**src/rtl/axis_gvp_vector_ramp.sv**
```systemverilog
// axis_gvp_vector_ramp
// Generalized vector probe (GVP) program executor. Walks a 16-entry vector
// table, adding per-step increments to four saturating Q31 accumulators
// (Xs, Ys, Zs, U) at a programmed decimation, and strobes gvp_sample on
// every applied step.
//
// Optional build macro: GVP_VECTOR_LOOPS_EN
//   defined   -> each entry may jump back to entry 'next' up to 'loops' times
//   undefined -> the table runs strictly sequentially
//
// state  | meaning
// -------+-------------------------------------------------------------
// IDLE   | waiting for a rising edge of run; accumulators hold position
// LOAD   | copy table[index] into working registers, end marker -> IDLE
// RUN    | count decimation, apply one step per decii+1 clocks
// HOLD   | frozen mid-vector, resumes RUN with no step lost
// NEXT   | pick the following entry (sequential or loop jump)

module axis_gvp_vector_ramp #(
  parameter int          SAXIS_TDATA_WIDTH   = 32,
  parameter int          NVEC_BITS           = 4,
  parameter logic [31:0] vector_reg_address  = 32'd1200,
  parameter logic [31:0] control_reg_address = 32'd1201
) (
  input  logic                         a_clk,
  input  logic                         a_rst,
  input  logic [31:0]                  config_addr,
  input  logic [511:0]                 config_data,
  output logic [SAXIS_TDATA_WIDTH-1:0] M_AXIS_Xs_tdata,
  output logic                         M_AXIS_Xs_tvalid,
  output logic [SAXIS_TDATA_WIDTH-1:0] M_AXIS_Ys_tdata,
  output logic                         M_AXIS_Ys_tvalid,
  output logic [SAXIS_TDATA_WIDTH-1:0] M_AXIS_Zs_tdata,
  output logic                         M_AXIS_Zs_tvalid,
  output logic [SAXIS_TDATA_WIDTH-1:0] M_AXIS_U_tdata,
  output logic                         M_AXIS_U_tvalid,
  output logic                         gvp_sample,
  output logic                         gvp_busy,
  output logic [NVEC_BITS-1:0]         gvp_index
);

  localparam int NVEC = 1 << NVEC_BITS;

  localparam logic [2:0] S_IDLE = 3'd0;
  localparam logic [2:0] S_LOAD = 3'd1;
  localparam logic [2:0] S_RUN  = 3'd2;
  localparam logic [2:0] S_HOLD = 3'd3;
  localparam logic [2:0] S_NEXT = 3'd4;

  // Symmetric Q31 saturation limits: the most negative code is never produced.
  localparam logic signed [32:0] SAT_POS = 33'sh0_7fff_ffff;
  localparam logic signed [32:0] SAT_NEG = -33'sh0_7fff_ffff;

  // Vector table (not reset; contents survive a reset)
  logic [31:0] tab_nsteps [NVEC];
  logic [15:0] tab_decii  [NVEC];
  logic [31:0] tab_dx     [NVEC];
  logic [31:0] tab_dy     [NVEC];
  logic [31:0] tab_dz     [NVEC];
  logic [31:0] tab_du     [NVEC];
`ifdef GVP_VECTOR_LOOPS_EN
  logic [NVEC_BITS-1:0] tab_next  [NVEC];
  logic [15:0]          tab_loops [NVEC];
  logic [NVEC_BITS-1:0] cur_next;
  logic [15:0]          cur_loops;
  logic [15:0]          loop_cnt [NVEC];
`endif

  // Control registers and run edge detector
  logic run_r;
  logic hold_r;
  logic run_q;
  logic run_rise;

  // Working copy of the active entry
  logic [31:0] cur_nsteps;
  logic [15:0] cur_decii;
  logic [31:0] cur_dx;
  logic [31:0] cur_dy;
  logic [31:0] cur_dz;
  logic [31:0] cur_du;

  logic [2:0]           state;
  logic [NVEC_BITS-1:0] idx;
  logic [31:0]          step_cnt;
  logic [15:0]          dec_cnt;
  logic [31:0]          step_cnt_inc;
  logic [31:0]          acc_x;
  logic [31:0]          acc_y;
  logic [31:0]          acc_z;
  logic [31:0]          acc_u;
  logic                 sample_r;

  logic [NVEC_BITS-1:0] wr_idx;
  logic                 vec_wr;
  logic                 ctl_wr;

  logic unused_cfg;

  assign wr_idx       = config_data[NVEC_BITS-1:0];
  assign vec_wr       = (config_addr == vector_reg_address);
  assign ctl_wr       = (config_addr == control_reg_address);
  assign run_rise     = run_r & ~run_q;
  assign step_cnt_inc = step_cnt + 32'd1;

`ifdef GVP_VECTOR_LOOPS_EN
  assign unused_cfg = ^{config_data[511:256], config_data[239:228],
                        config_data[95:80], config_data[31:NVEC_BITS]};
`else
  assign unused_cfg = ^{config_data[511:224], config_data[95:80],
                        config_data[31:NVEC_BITS]};
`endif

  // 33-bit add of two Q31 values clamped to +/-(2^31-1)
  function automatic logic [31:0] sat_add(input logic [31:0] a, input logic [31:0] b);
    logic signed [32:0] s;
    s = $signed({a[31], a}) + $signed({b[31], b});
    if (s > SAT_POS)
      sat_add = 32'h7fff_ffff;
    else if (s < SAT_NEG)
      sat_add = 32'h8000_0001;
    else
      sat_add = s[31:0];
  endfunction

  // Latch run/hold from the config bus; they keep their value between writes
  always_ff @(posedge a_clk or posedge a_rst) begin
    if (a_rst) begin
      run_r  <= 1'b0;
      hold_r <= 1'b0;
    end else if (ctl_wr) begin
      run_r  <= config_data[0];
      hold_r <= config_data[1];
    end
  end

  // Table write port; a write to the active entry only matters at its next LOAD
  always_ff @(posedge a_clk) begin
    if (vec_wr) begin
      tab_nsteps[wr_idx] <= config_data[63:32];
      tab_decii[wr_idx]  <= config_data[79:64];
      tab_dx[wr_idx]     <= config_data[127:96];
      tab_dy[wr_idx]     <= config_data[159:128];
      tab_dz[wr_idx]     <= config_data[191:160];
      tab_du[wr_idx]     <= config_data[223:192];
`ifdef GVP_VECTOR_LOOPS_EN
      tab_next[wr_idx]   <= config_data[224 +: NVEC_BITS];
      tab_loops[wr_idx]  <= config_data[255:240];
`endif
    end
  end

  // Program sequencer, decimation/step counters and saturating accumulators
  always_ff @(posedge a_clk or posedge a_rst) begin
    if (a_rst) begin
      state      <= S_IDLE;
      idx        <= '0;
      step_cnt   <= '0;
      dec_cnt    <= '0;
      acc_x      <= '0;
      acc_y      <= '0;
      acc_z      <= '0;
      acc_u      <= '0;
      sample_r   <= 1'b0;
      run_q      <= 1'b0;
      cur_nsteps <= '0;
      cur_decii  <= '0;
      cur_dx     <= '0;
      cur_dy     <= '0;
      cur_dz     <= '0;
      cur_du     <= '0;
`ifdef GVP_VECTOR_LOOPS_EN
      cur_next   <= '0;
      cur_loops  <= '0;
      for (int i = 0; i < NVEC; i++) loop_cnt[i] <= '0;
`endif
    end else begin
      sample_r <= 1'b0;
      run_q    <= run_r;
      case (state)
        S_IDLE: begin
          if (run_rise) begin
            state <= S_LOAD;
            idx   <= '0;
`ifdef GVP_VECTOR_LOOPS_EN
            for (int i = 0; i < NVEC; i++) loop_cnt[i] <= '0;
`endif
          end
        end

        S_LOAD: begin
          if (!run_r) begin
            state <= S_IDLE;
          end else begin
            cur_nsteps <= tab_nsteps[idx];
            cur_decii  <= tab_decii[idx];
            cur_dx     <= tab_dx[idx];
            cur_dy     <= tab_dy[idx];
            cur_dz     <= tab_dz[idx];
            cur_du     <= tab_du[idx];
`ifdef GVP_VECTOR_LOOPS_EN
            cur_next   <= tab_next[idx];
            cur_loops  <= tab_loops[idx];
`endif
            step_cnt   <= '0;
            dec_cnt    <= '0;
            state      <= (tab_nsteps[idx] == 32'd0) ? S_IDLE : S_RUN;
          end
        end

        S_RUN: begin
          // Abort beats hold; hold is taken before any step in this cycle
          if (!run_r) begin
            state <= S_IDLE;
          end else if (hold_r) begin
            state <= S_HOLD;
          end else if (dec_cnt == cur_decii) begin
            dec_cnt  <= '0;
            acc_x    <= sat_add(acc_x, cur_dx);
            acc_y    <= sat_add(acc_y, cur_dy);
            acc_z    <= sat_add(acc_z, cur_dz);
            acc_u    <= sat_add(acc_u, cur_du);
            sample_r <= 1'b1;
            step_cnt <= step_cnt_inc;
            if (step_cnt_inc == cur_nsteps) state <= S_NEXT;
          end else begin
            dec_cnt <= dec_cnt + 16'd1;
          end
        end

        S_HOLD: begin
          if (!run_r)
            state <= S_IDLE;
          else if (!hold_r)
            state <= S_RUN;
        end

        S_NEXT: begin
          if (!run_r) begin
            state <= S_IDLE;
          end else begin
`ifdef GVP_VECTOR_LOOPS_EN
            if ((cur_loops != 16'd0) && (loop_cnt[idx] < cur_loops)) begin
              loop_cnt[idx] <= loop_cnt[idx] + 16'd1;
              idx           <= cur_next;
              state         <= S_LOAD;
            end else begin
              loop_cnt[idx] <= '0;
              if (idx == '1) begin
                state <= S_IDLE;
              end else begin
                idx   <= idx + 1'b1;
                state <= S_LOAD;
              end
            end
`else
            if (idx == '1) begin
              state <= S_IDLE;
            end else begin
              idx   <= idx + 1'b1;
              state <= S_LOAD;
            end
`endif
          end
        end

        default: state <= S_IDLE;
      endcase
    end
  end

  assign M_AXIS_Xs_tdata  = acc_x;
  assign M_AXIS_Ys_tdata  = acc_y;
  assign M_AXIS_Zs_tdata  = acc_z;
  assign M_AXIS_U_tdata   = acc_u;
  assign M_AXIS_Xs_tvalid = 1'b1;
  assign M_AXIS_Ys_tvalid = 1'b1;
  assign M_AXIS_Zs_tvalid = 1'b1;
  assign M_AXIS_U_tvalid  = 1'b1;
  assign gvp_sample       = sample_r;
  assign gvp_busy         = (state != S_IDLE);
  assign gvp_index        = idx;

endmodule

```
**config.mk**
```make
export PLATFORM = sky130hd
export DESIGN_NAME = axis_gvp_vector_ramp
export DESIGN_NICKNAME = d
export VERILOG_FILES = /design/src/rtl/axis_gvp_vector_ramp.sv
export SDC_FILE = /design/constraint.sdc
export NUM_CORES = 2
export LEC_CHECK = 0
export ABC_AREA = 0
export BUFFER_PORTS_ARGS = -buffer_cell sky130_fd_sc_hd__buf_4
export CAP_MARGIN = 15
export CORE_UTILIZATION = 55
export DETAILED_ROUTE_END_ITERATION = 16
export PLACE_DENSITY = 0.82
export SLEW_MARGIN = 20
export SYNTH_ARGS = -nofsm -noshare
export SYNTH_HDL_FRONTEND = slang
export SYNTH_SLANG_ARGS = --single-unit
```
**constraint.sdc**
```tcl
create_clock -name a_clk -period 28.7 [get_ports a_clk]
set_input_delay 5.74 -clock a_clk [delete_from_list [all_inputs] [get_ports a_clk]]
set_output_delay 5.74 -clock a_clk [all_outputs]
set_load 0.005 [all_outputs]
```
==> results.json <==
{
  "track_usage_pct": 29.3,
  "slew_headroom_pct": 22.1,
  "max_cap_viol_count": 0,
  "whs_ns": 0.485,
  "clk_pin_slew_ns": 0.06,
  "ys_seq_area_share_pct": 72.2,
  "fp.dieArea_um2": 238000,
  "port_buffers": 347,
  "pwr_density_cell_nw_per_um2": 63.9,
  "drt_first_pass_iters": 7,
  "fmax_mhz": 98.5,
  "clk_path_buf_depth": 4,
  "die_h_um": 488,
  "nets": 8051,
  "avgSynthCellArea_um2": 18.7,
  "ys_top_cells_by_area": "edfxtp_1, mux4_2, dfrtp_1",
  "drc": 0,
  "setup_viol": 0,
  "grt_pass1_wl_um": 501000,
  "n_fill_cell": 15200,
  "detail_route.vias_per_cell": 6.64,
  "path_common_cell": "buf_4",
  "first_iter_violations": 8568,
  "async_reset_ff_share_pct": 11.4,
  "finalCritPeriodShare_pct": 35.4,
  "ant_nets": 0,
  "finClkSkew_ns": 0.0487,
  "ys_warn_count": 0,
  "drive_gt1_share_pct": 25.0,
  "dominantRegCellSynth": "edfxtp_1",
  "wirelength_um": 346000,
  "cp-start-kind": "input port",
  "syn_area_um2": 130000,
  "cp_slowest_cell": "nor3_2",
  "htree_levels": 5,
  "cts_inserted_buffers": 328,
  "timing_worst_setup_path_type": "input port to register",
  "synth_cell_types": 98,
  "cts_tree": "yes",
  "syn_inst": 6930,
  "grt-ovfl-total": 0,
  "antenna_found_initial": 43,
  "vias": 71500,
  "worst-path-max-fanout": 45,
  "area_delta_synth_final_pct": 13.1,
  "cts_root_buf": "clkbuf_16",
  "row_count": 177,
  "ios": 684,
  "grt_max_degree": 171,
  "synth_edf_count": 2816,
  "stdcell_count": 10800,
  "worst_slew_pin_slew_ns": 1.16,
  "cts_resized": 0,
  "hp-class": "register to register",
  "slew_violations": 0,
  "start_util_pct": 55.5,
  "grt_pass1_vias": 72800,
  "die_width_um": 488,
  "post_drt_wl_per_cell_um": 32.1,
  "fp.coreArea_um2": 234000,
  "fin_tns_setup_ns": 0,
  "crit_chain": "buf_4, nor4_1, nand4_1, nor3_1, nand3b_1, nor3_2, buf_4, buf_4, buf_4",
  "synth_area_leader_cell": "edfxtp_1",
  "worstPathArrival_ns": 10.70,
  "dpl.hpwl_um": 184000,
  "status": "complete, no violations",
  "cts_sinks": 3179,
  "rsz0062_at_grt": "false",
  "ctsHoldBuffers": 0,
  "gp_congestion": 0.917,
  "clk_latency_ns": 0.95,
  "cts_setup_buffers": 0,
  "ir_worst_vdd_mv": 0.0576,
  "dp_cells": 10200,
  "synth_seq_cells": 3179,
  "period_needed_ns": 10.15,
  "max_stage_delay_ns": 0.94,
  "cp.required_ns": 29.25,
  "hold_viol_final": 0,
  "synth_top_area_share_pct": 65.2,
  "power_leakage_nw": 49.4,
  "end_kind": "register"
}
[state kept, by name (all words and copies together), names as in the netlist, 256 cells and up]
register    cells
tab_decii     256
tab_dx        512
tab_dz        512
tab_du        512
tab_nsteps    512
tab_dy        512
[where the power goes]
group	leakage, nW	switching [W]	total (W)	internal [W]
combinational	13.9	0.0000654	0.0000859	0.0000205
clock	5.15	0.00177	0.00425	0.00248
sequential	30.4	0.00000000000166	0.00503	0.00503
total	49.4	0.00184	0.00937	0.00753
[worst max-delay path: cells and delay by family]
family        cells  cell delay (ns)
simple gates      5             2.13
buf+inv           4             2.64
[cells by family (layout without fill, tap and decap cells)]
kind of cell / count (synthesis) / count (layout) / synth area share, %
AO/OA/AOI/OAI: 752 / 752 / 3.81
XOR/XNOR: 170 / 170 / 1.15
adder cells (fa/ha/maj): 142 / 142 / 1.38
buffers and inverters: 397 / 1081 / 1.26
flip-flops: 3179 / 3179 / 72.2
multiplexers: 903 / 903 / 15.4
other: 1 / 27 / 0.00289
AND/OR/NAND/NOR: 1386 / 1386 / 4.81
[area by class of cell]
cell class / count / area, µm² / area share [%]
well taps: 3132 / 3920 / 2.67
repair buffers: 454 / 3680 / 2.51
clock buffers: 423 / 8940 / 6.09
clock inverters: 154 / 1620 / 1.10
flip-flops and latches: 3179 / 93700 / 63.8
diodes: 23 / 57.6 / 0.0392
inverters: 50 / 198 / 0.135
multi-input cells: 3357 / 34600 / 23.6
[cell usage after synthesis (all sizes together) (7+ instances only)]
cell type	number
a211o	7
or3	19
nor3	50
nand3b	9
a211oi	38
ha	131
o211ai	44
edfxtp	2816
a221oi	19
mux2i	13
buf	144
or2	20
a22o	18
o311ai	11
xor2	67
nor2b	14
o31ai	29
o21ai	197
o21a	25
nand2	797
a21oi	184
nand3	67
o21bai	9
nand2b	24
and2	37
nor4	44
o2111ai	8
inv	49
dfrtp	363
maj3	7
nor2	170
clkbuf	203
mux4	875
a31oi	26
nand4	54
and3	50
xnor2	103
a31o	18
a21boi	8
a21o	47
mux2	15
[layout by cell type, fill, tap and decap left out, types with 43 or more instances in the layout]
cell type,count
nand3_1,65
nor2_1,155
clkinv_2,47
xnor2_1,103
xor2_1,67
o21ai_0,180
inv_1,48
nor3_1,43
nand4_1,54
a21o_1,47
dfrtp_1,359
clkinv_1,43
o211ai_1,44
nand2_1,797
buf_4,433
edfxtp_1,2816
ha_1,131
mux4_2,875
a21oi_1,182
clkbuf_1,70
clkbuf_16,339
and3_1,50
[worst paths after layout]
kind / cells after the start / to / from / slack [ns]
worst max-delay path: 9 / tab_dz[1][11] / config_addr[1] / 18.55
worst min-delay path: 2 / cur_du[20] / cur_du[20] / 0.48
worst max register to register: 8 / cur_du[0] / gvp_index[0] / 23.23
worst min register to register: 2 / cur_du[20] / cur_du[20] / 0.48
max in group asynchronous: 4 / cur_dz[1] / a_rst / 21.40
min in group asynchronous: 2 / hold_r / a_rst / 4.90
[per-stage QoR]
stage               setup slack [ns]  power (W)  instance area [µm²]  utilization (%)
finish                         18.55    0.00937               147000             62.8
global route                   18.30    0.00957               147000             62.8
CTS                            18.47    0.00940               147000             62.8
detailed placement             17.56    0.00521               136000             58.2
global placement               17.58    0.00521               136000             58.2
floorplan                       9.27    0.00514               130000                -
[metal layers]
layer | up-vias | part of all wire (%) | track usage [%]
li1 | 28900 | - | -
met1 | 37300 | 37 | 38.1
met2 | 4455 | 49 | 47.7
met3 | 787 | 9.7 | 6.24
met4 | 40 | 4.9 | 13.6
met5 | - | 0.077 | 0
(Power assumes the default switching activity.)
